--- src/rtl/blake2_stream_ctrl.sv ---
// blake2_stream_ctrl: packs a valid/ready word stream into ping-ponged blocks
// and sequences init/next/final_block commands. Optional abort: BLAKE2_CTRL_ABORT_EN.
module blake2_stream_ctrl #(
    parameter int  BUS_WIDTH   = 64,
    parameter int  BLOCK_WIDTH = 1024,
    parameter int  NUM_BUFS    = 2,
    localparam int PACKETS     = BLOCK_WIDTH / BUS_WIDTH,
    localparam int WBYTES      = BUS_WIDTH / 8,
    localparam int NB_W        = $clog2(WBYTES)
) (
    input  logic                   clk,
    input  logic                   reset_n,
    input  logic [BUS_WIDTH-1:0]   din,
    input  logic                   in_valid,
    output logic                   in_ready,
    input  logic                   in_last,
    input  logic [NB_W-1:0]        in_nbytes,
    output logic                   busy,
    output logic                   init,
    output logic                   next,
    output logic                   final_block,
    output logic [BLOCK_WIDTH-1:0] block,
    output logic [63:0]            data_length,
`ifdef BLAKE2_CTRL_ABORT_EN
    input  logic                   abort,
`endif
    input  logic                   hash_ready,
    input  logic                   digest_valid
);

    localparam int PTR_W = (PACKETS > 1) ? $clog2(PACKETS) : 1;
    localparam int BI_W  = (NUM_BUFS > 1) ? $clog2(NUM_BUFS) : 1;
    localparam int CNT_W = $clog2(BLOCK_WIDTH / 8 + 1);

    typedef enum logic [1:0] {
        MSG_IDLE,
        MSG_OPEN,
        MSG_CLOSED
    } msg_t;

    typedef enum logic {
        ISSUE_IDLE,
        ISSUE_ACK
    } iss_t;

    logic [BLOCK_WIDTH-1:0] r_buf [NUM_BUFS];
    logic [CNT_W-1:0]       r_tag_cnt [NUM_BUFS];
    logic [NUM_BUFS-1:0]    r_full;
    logic [NUM_BUFS-1:0]    r_tag_first;
    logic [NUM_BUFS-1:0]    r_tag_final;
    logic [PTR_W-1:0]       r_ptr;
    logic [BI_W-1:0]        r_fill;
    logic [BI_W-1:0]        r_head;
    logic                   r_first_pend;
    logic                   r_final_issued;
    logic                   r_dv_d;
    logic                   r_init;
    logic                   r_next;
    logic                   r_final;
    logic [BLOCK_WIDTH-1:0] r_block;
    logic [63:0]            r_len;
    msg_t                   r_msg;
    msg_t                   w_msg_nxt;
    iss_t                   r_iss;
    iss_t                   w_iss_nxt;

    logic                   w_abort;
    logic                   w_accept;
    logic                   w_close;
    logic                   w_dv_rise;
    logic                   w_done;
    logic                   w_issue;
    logic [BUS_WIDTH-1:0]   w_word;
    logic [CNT_W-1:0]       w_wbytes;
    logic [CNT_W-1:0]       w_cnt;

`ifdef BLAKE2_CTRL_ABORT_EN
    assign w_abort = abort;
`else
    assign w_abort = 1'b0;
`endif

    function automatic logic [BI_W-1:0] f_inc(input logic [BI_W-1:0] i);
        return (i == BI_W'(NUM_BUFS - 1)) ? '0 : i + BI_W'(1);
    endfunction

    assign in_ready  = !r_full[r_fill] && (r_msg != MSG_CLOSED);
    assign busy      = (r_msg != MSG_IDLE) || (|r_full);
    assign w_accept  = in_valid && in_ready;
    assign w_close   = w_accept && (in_last || r_ptr == PTR_W'(PACKETS - 1));
    assign w_dv_rise = digest_valid && !r_dv_d;
    assign w_done    = w_dv_rise && (r_msg == MSG_CLOSED) && r_final_issued;
    assign w_issue   = (r_iss == ISSUE_IDLE) && r_full[r_head] &&
                       hash_ready && !w_abort;
    assign w_cnt     = CNT_W'(r_ptr) * CNT_W'(WBYTES) + w_wbytes;

    assign init        = r_init;
    assign next        = r_next;
    assign final_block = r_final;
    assign block       = r_block;
    assign data_length = r_len;

    // Partial last word: keep bytes below in_nbytes, zero the rest.
    always_comb begin
        w_word   = din;
        w_wbytes = CNT_W'(WBYTES);
        if (in_last && in_nbytes != '0) begin
            w_wbytes = CNT_W'(in_nbytes);
            for (int b = 0; b < WBYTES; b++) begin
                if (b >= int'(in_nbytes)) begin
                    w_word[8*b +: 8] = 8'h00;
                end
            end
        end
    end

    always_comb begin
        w_msg_nxt = r_msg;
        unique case (r_msg)
            MSG_IDLE: begin
                if (w_accept) begin
                    w_msg_nxt = in_last ? MSG_CLOSED : MSG_OPEN;
                end
            end
            MSG_OPEN: begin
                if (w_accept && in_last) begin
                    w_msg_nxt = MSG_CLOSED;
                end
            end
            MSG_CLOSED: begin
                if (w_done) begin
                    w_msg_nxt = MSG_IDLE;
                end
            end
            default: w_msg_nxt = MSG_IDLE;
        endcase
        if (w_abort) begin
            w_msg_nxt = MSG_IDLE;
        end
    end

    // ISSUE_ACK is the disarmed state: wait for the engine to drop hash_ready.
    always_comb begin
        w_iss_nxt = r_iss;
        unique case (r_iss)
            ISSUE_IDLE: begin
                if (w_issue) begin
                    w_iss_nxt = ISSUE_ACK;
                end
            end
            ISSUE_ACK: begin
                if (!hash_ready) begin
                    w_iss_nxt = ISSUE_IDLE;
                end
            end
            default: w_iss_nxt = ISSUE_IDLE;
        endcase
        if (w_abort) begin
            w_iss_nxt = ISSUE_IDLE;
        end
    end

    always_ff @(posedge clk or negedge reset_n) begin
        if (!reset_n) begin
            r_msg <= MSG_IDLE;
            r_iss <= ISSUE_IDLE;
        end else begin
            r_msg <= w_msg_nxt;
            r_iss <= w_iss_nxt;
        end
    end

    always_ff @(posedge clk or negedge reset_n) begin
        if (!reset_n) begin
            for (int i = 0; i < NUM_BUFS; i++) begin
                r_buf[i]     <= '0;
                r_tag_cnt[i] <= '0;
            end
            r_full         <= '0;
            r_tag_first    <= '0;
            r_tag_final    <= '0;
            r_ptr          <= '0;
            r_fill         <= '0;
            r_head         <= '0;
            r_first_pend   <= 1'b1;
            r_final_issued <= 1'b0;
            r_dv_d         <= 1'b0;
            r_init         <= 1'b0;
            r_next         <= 1'b0;
            r_final        <= 1'b0;
            r_block        <= '0;
            r_len          <= '0;
        end else begin
            r_dv_d  <= digest_valid;
            r_init  <= 1'b0;
            r_next  <= 1'b0;
            r_final <= 1'b0;
            if (w_abort) begin
                for (int i = 0; i < NUM_BUFS; i++) begin
                    r_buf[i]     <= '0;
                    r_tag_cnt[i] <= '0;
                end
                r_full         <= '0;
                r_tag_first    <= '0;
                r_tag_final    <= '0;
                r_ptr          <= '0;
                r_fill         <= '0;
                r_head         <= '0;
                r_first_pend   <= 1'b1;
                r_final_issued <= 1'b0;
                r_len          <= '0;
            end else begin
                if (w_issue) begin
                    r_block        <= r_buf[r_head];
                    r_len          <= r_len + 64'(r_tag_cnt[r_head]);
                    r_init         <= r_tag_first[r_head];
                    r_next         <= !r_tag_first[r_head];
                    r_final        <= r_tag_final[r_head];
                    r_buf[r_head]  <= '0;
                    r_full[r_head] <= 1'b0;
                    r_head         <= f_inc(r_head);
                    if (r_tag_final[r_head]) begin
                        r_final_issued <= 1'b1;
                    end
                end
                if (w_accept) begin
                    r_buf[r_fill][r_ptr*BUS_WIDTH +: BUS_WIDTH] <= w_word;
                    if (w_close) begin
                        r_full[r_fill]      <= 1'b1;
                        r_tag_first[r_fill] <= r_first_pend;
                        r_tag_final[r_fill] <= in_last;
                        r_tag_cnt[r_fill]   <= w_cnt;
                        r_fill              <= f_inc(r_fill);
                        r_ptr               <= '0;
                        r_first_pend        <= in_last;
                    end else begin
                        r_ptr <= r_ptr + PTR_W'(1);
                    end
                end
                if (w_done) begin
                    r_len          <= '0;
                    r_final_issued <= 1'b0;
                end
            end
        end
    end

endmodule
--- config.mk ---
export PLATFORM = sky130hd
export DESIGN_NAME = blake2_stream_ctrl
export DESIGN_NICKNAME = d
export VERILOG_FILES = /design/src/rtl/blake2_stream_ctrl.sv
export SDC_FILE = /design/constraint.sdc
export NUM_CORES = 2
export LEC_CHECK = 0
export BUFFER_PORTS_ARGS = -buffer_cell sky130_fd_sc_hd__buf_2
export CORE_ASPECT_RATIO = 2
export CORE_MARGIN = 10
export CORE_UTILIZATION = 30
export DETAILED_ROUTE_END_ITERATION = 16
export PLACE_DENSITY_LB_ADDON = 0.3
export RECOVER_POWER = 25
export SETUP_SLACK_MARGIN = 0.02
export SLEW_MARGIN = 15
export SYNTH_ARGS = -nofsm -noshare
export SYNTH_HDL_FRONTEND = slang
export SYNTH_SLANG_ARGS = --single-unit
--- constraint.sdc ---
create_clock -name clk -period 4.1 [get_ports clk]
set_input_delay 1.23 -clock clk [delete_from_list [all_inputs] [get_ports clk]]
set_output_delay 1.23 -clock clk [all_outputs]
set_load 0.02 [all_outputs]
==> qor.txt <==
Outcome - finished with violations
Violations in the final reports - max-capacitance violations, max-slew violations
Primary FF master, synth - dfrtp_1
Count of port buffers added during placement - 1165
Worst EP arrival - 2820 ps
Max-cap violation count - 1
Post-synth top area share - 0.623
Portion of the clock cycle consumed by the worst path in the final layout - 0.987
Setup repair after global routing missed its margin - no
Overall power of the completed layout - 80.0 mW
Final Instance Count excl. Fillers - 19700
Worst slack on hold paths - 402 ps
Avg Synthesized Cell Area - 9.78 µm²
CP required - 2870 ps
Vias - 106000
Global-route wire length before repair - 819 mm
Worst Path Max Fanout - 6
Congestion Overflow GR - 0
Cells along the critical path - mux2_2, nor2_1, buf_2
First-pass iteration count of the detailed router - 6
Chip Height - 941 µm
Buffers inserted during post-CTS setup optimization - 0
Number of enable flip-flop cells after synthesis - 0
Met2 capacity usage during global routing - 0.387
CTS tree - done
Initial drt markers - 10400
Nets - 13900
Clock transition at path regs - 70 ps
Final count of negative-setup-slack endpoints - 0
Number of buffers added by the clock tree synthesis step - 308
Hold crit path type - in2reg
Sort of element at the start of the critical path - register
Synthesis warning total - 0
Fraction of registers with async set or reset after synthesis - 1.00
Post-synthesis cell type with the largest combined area - dfrtp_1
Total number of placement rows - 338
Area grow syn2layout - 19.8%
Clock root buffer master - clkbuf_16
Fillcell total - 43100
Crit path time final - 4050 ps
Most used routing layer in global routing - met2
IR Drop Worst-Case VDD - 864 µV
Drt total wl - 586 mm
Initial standard-cell utilization of the core - 0.301
Pin count of the biggest net entering global routing - 159
Global-route usage over all layers - 0.249
Post-synthesis sequential element count - 3173
Routed wire per std cell - 29.7 µm
Critical path's slowest cell - nor2_1
Number of cells after detailed placement - 19100
Most common cell in the netlist - dfrtp_1
CP Capture Type - primary output
Number of sinks on the clock net - 3173
Max Root-Sink Buffers - 4
Place WS - 2.02 ps
Fraction of final layout cells with drive strength greater than 1 - 0.163
Die Width - 481 µm
Synth Cell Area - 127000 µm²
Kind of critical path - reg2out
Final hold viol count - 0
Number of global-route vias before repair - 103000
Global-route met3 utilization - 0.0572
Commonest cells in the synthesized netlist - dfrtp_1 (3172), nand2_1 (2967), nand3_1 (2051), o21ai_0 (1926), a22oi_1 (1024)
Net count after synthesis - 13100
Via count normalized by instance count - 5.36
Count of unique library cells instantiated by Yosys - 63
Sequential fraction of the synthesis area - 0.624
Dpl hpwl - 419 mm
Clock latency reported for the late side of the worst-skew pair - 980 ps
Pin slew with the least headroom to its limit - 3100 ps
Crit path setup slack, layout - 51.7 ps
Worst stage delay on the critical path - 640 ps
Total negative slack for setup checks - 0 ps
R2R setup slack - 480 ps
Pins Over Slew Limit - 20
Hold buffer count at cts - 0
Met1 GRT Util - 0.310
Worst slew margin relative to its limit - -1.07
Depth of the CTS H-tree - 5
Number of nets with antenna violations after detailed routing - 0
Count of boundary I/O pins - 1166
Power density normalized to cell area - 525 nW/µm²
Syn Inst Count - 13000
Antenna violations before repair - 68
Peak clock frequency supported by timing - 247 MHz
Last weighted congestion value of the routability-driven placer - 0.849
Post-route DRC violation count - 0
Clock skew - 85.2 ps
Die Area - 452000 µm²
CP Buf/Inv Count - 1
CTS-repair resized insts - 0
Std-Cell Core Area - 423000 µm²
P_leak - 73.7 nW
Top Family by Delay on Critical Path - simple AND/OR/NAND/NOR gates
Largest cells by area after synthesis - dfrtp_1 (62%), nand2_1 (8.7%), nand3_1 (8.1%)
-- metrics by stage --
step                      utilization  cell area (µm²)
final                           0.360           153000
after global placement          0.336           142000
after CTS                       0.361           153000
after global routing            0.360           153000
after floorplan                     -           127000
after detailed placement        0.336           142000
-- kinds of logic after synthesis --
group	Yosys count	share of synthesized area
flops	3173	0.624
xor+xnor	12	0.000826
simple gates	5369	0.183
compound gates	3207	0.151
fa+ha+maj	14	0.00143
mux	51	0.00430
buf+inv	1196	0.0359
-- layer usage --
layer  routed length [µm]  part of all wire  up-vias
met5                  146           0.00025        -
li1                     -                 -    47000
met4                43900             0.075       22
met2               267000              0.46     4169
met1               229000              0.39    53700
met3                45900             0.078      922
-- layout by cell type, fill, tap and decap left out, types with 45 or more instances in the layout --
master / Yosys / layout
diode_2: 0 / 59
o31ai_1: 165 / 164
dfrtp_1: 3172 / 3172
clkbuf_8: 0 / 59
nand2_1: 2967 / 2957
a21oi_1: 45 / 45
nand3_1: 2051 / 2029
clkinv_2: 0 / 47
clkbuf_16: 0 / 309
clkbuf_1: 888 / 68
buf_4: 1 / 350
o21ai_0: 1926 / 1914
nor2_1: 135 / 127
buf_2: 63 / 1160
a22oi_1: 1024 / 1024
buf_12: 0 / 149
-- path summary, 6_finish.rpt --
| kind | cells past startpoint | start | endpoint |
|---|---|---|---|
| max in group asynchronous | 3 | reset_n | r_buf[1194]$_DFF_PN0_ |
| hold / removal | 1 | digest_valid | r_dv_d$_DFF_PN0_ |
| setup / recovery | 3 | r_fill$_DFFE_PN0P_ | in_ready |
| setup reg to reg | 7 | r_ptr[1]$_DFFE_PN0P_ | r_buf[1120]$_DFF_PN0_ |
| min in group asynchronous | 1 | reset_n | block[987]$_DFFE_PN0P_ |
| hold reg to reg | 2 | r_buf[276]$_DFF_PN0_ | block[276]$_DFFE_PN0P_ |
-- report_power, final --
group / switching [mW] / internal (mW) / total [mW]
clock network: 13.4 / 17.0 / 30.4
logic: 13.3 / 3.16 / 16.5
registers: 0.755 / 32.4 / 33.1
-- worst reg2reg max path, stage by stage, from the launching register on --
cell and delay, ps:
dfrtp_1 500, inv_1 120, ha_1 390, xnor2_2 160
buf_4 440, buf_4 800, nand3_1 710, o21ai_0 350
-- area by class of cell --
class,count,area [µm²],area share
clock inverters,123,1740,0.0114
well taps,5610,7020,0.0460
flip-flops and latches,3173,79400,0.520
inverters,9,33.8,0.000221
multi-input cells,8653,43900,0.288
repair buffers,1695,11600,0.0761
clock buffers,420,8740,0.0573
diodes,59,148,0.000968
-- sequential cells by signal, indices dropped and copies added, names as in the netlist --
signal          flops
r_fill              1
r_tag_first         2
r_final_issued      1
r_tag_cnt          16
next                1
r_ptr               4
r_full              2
r_msg               2
final_block         1
block            1024
r_first_pend        1
r_iss               1
r_tag_final         2
data_length        64
r_dv_d              1
init                1
r_buf            2048
r_head              1
No activity file was read; power rests on OpenSTA's default activity.
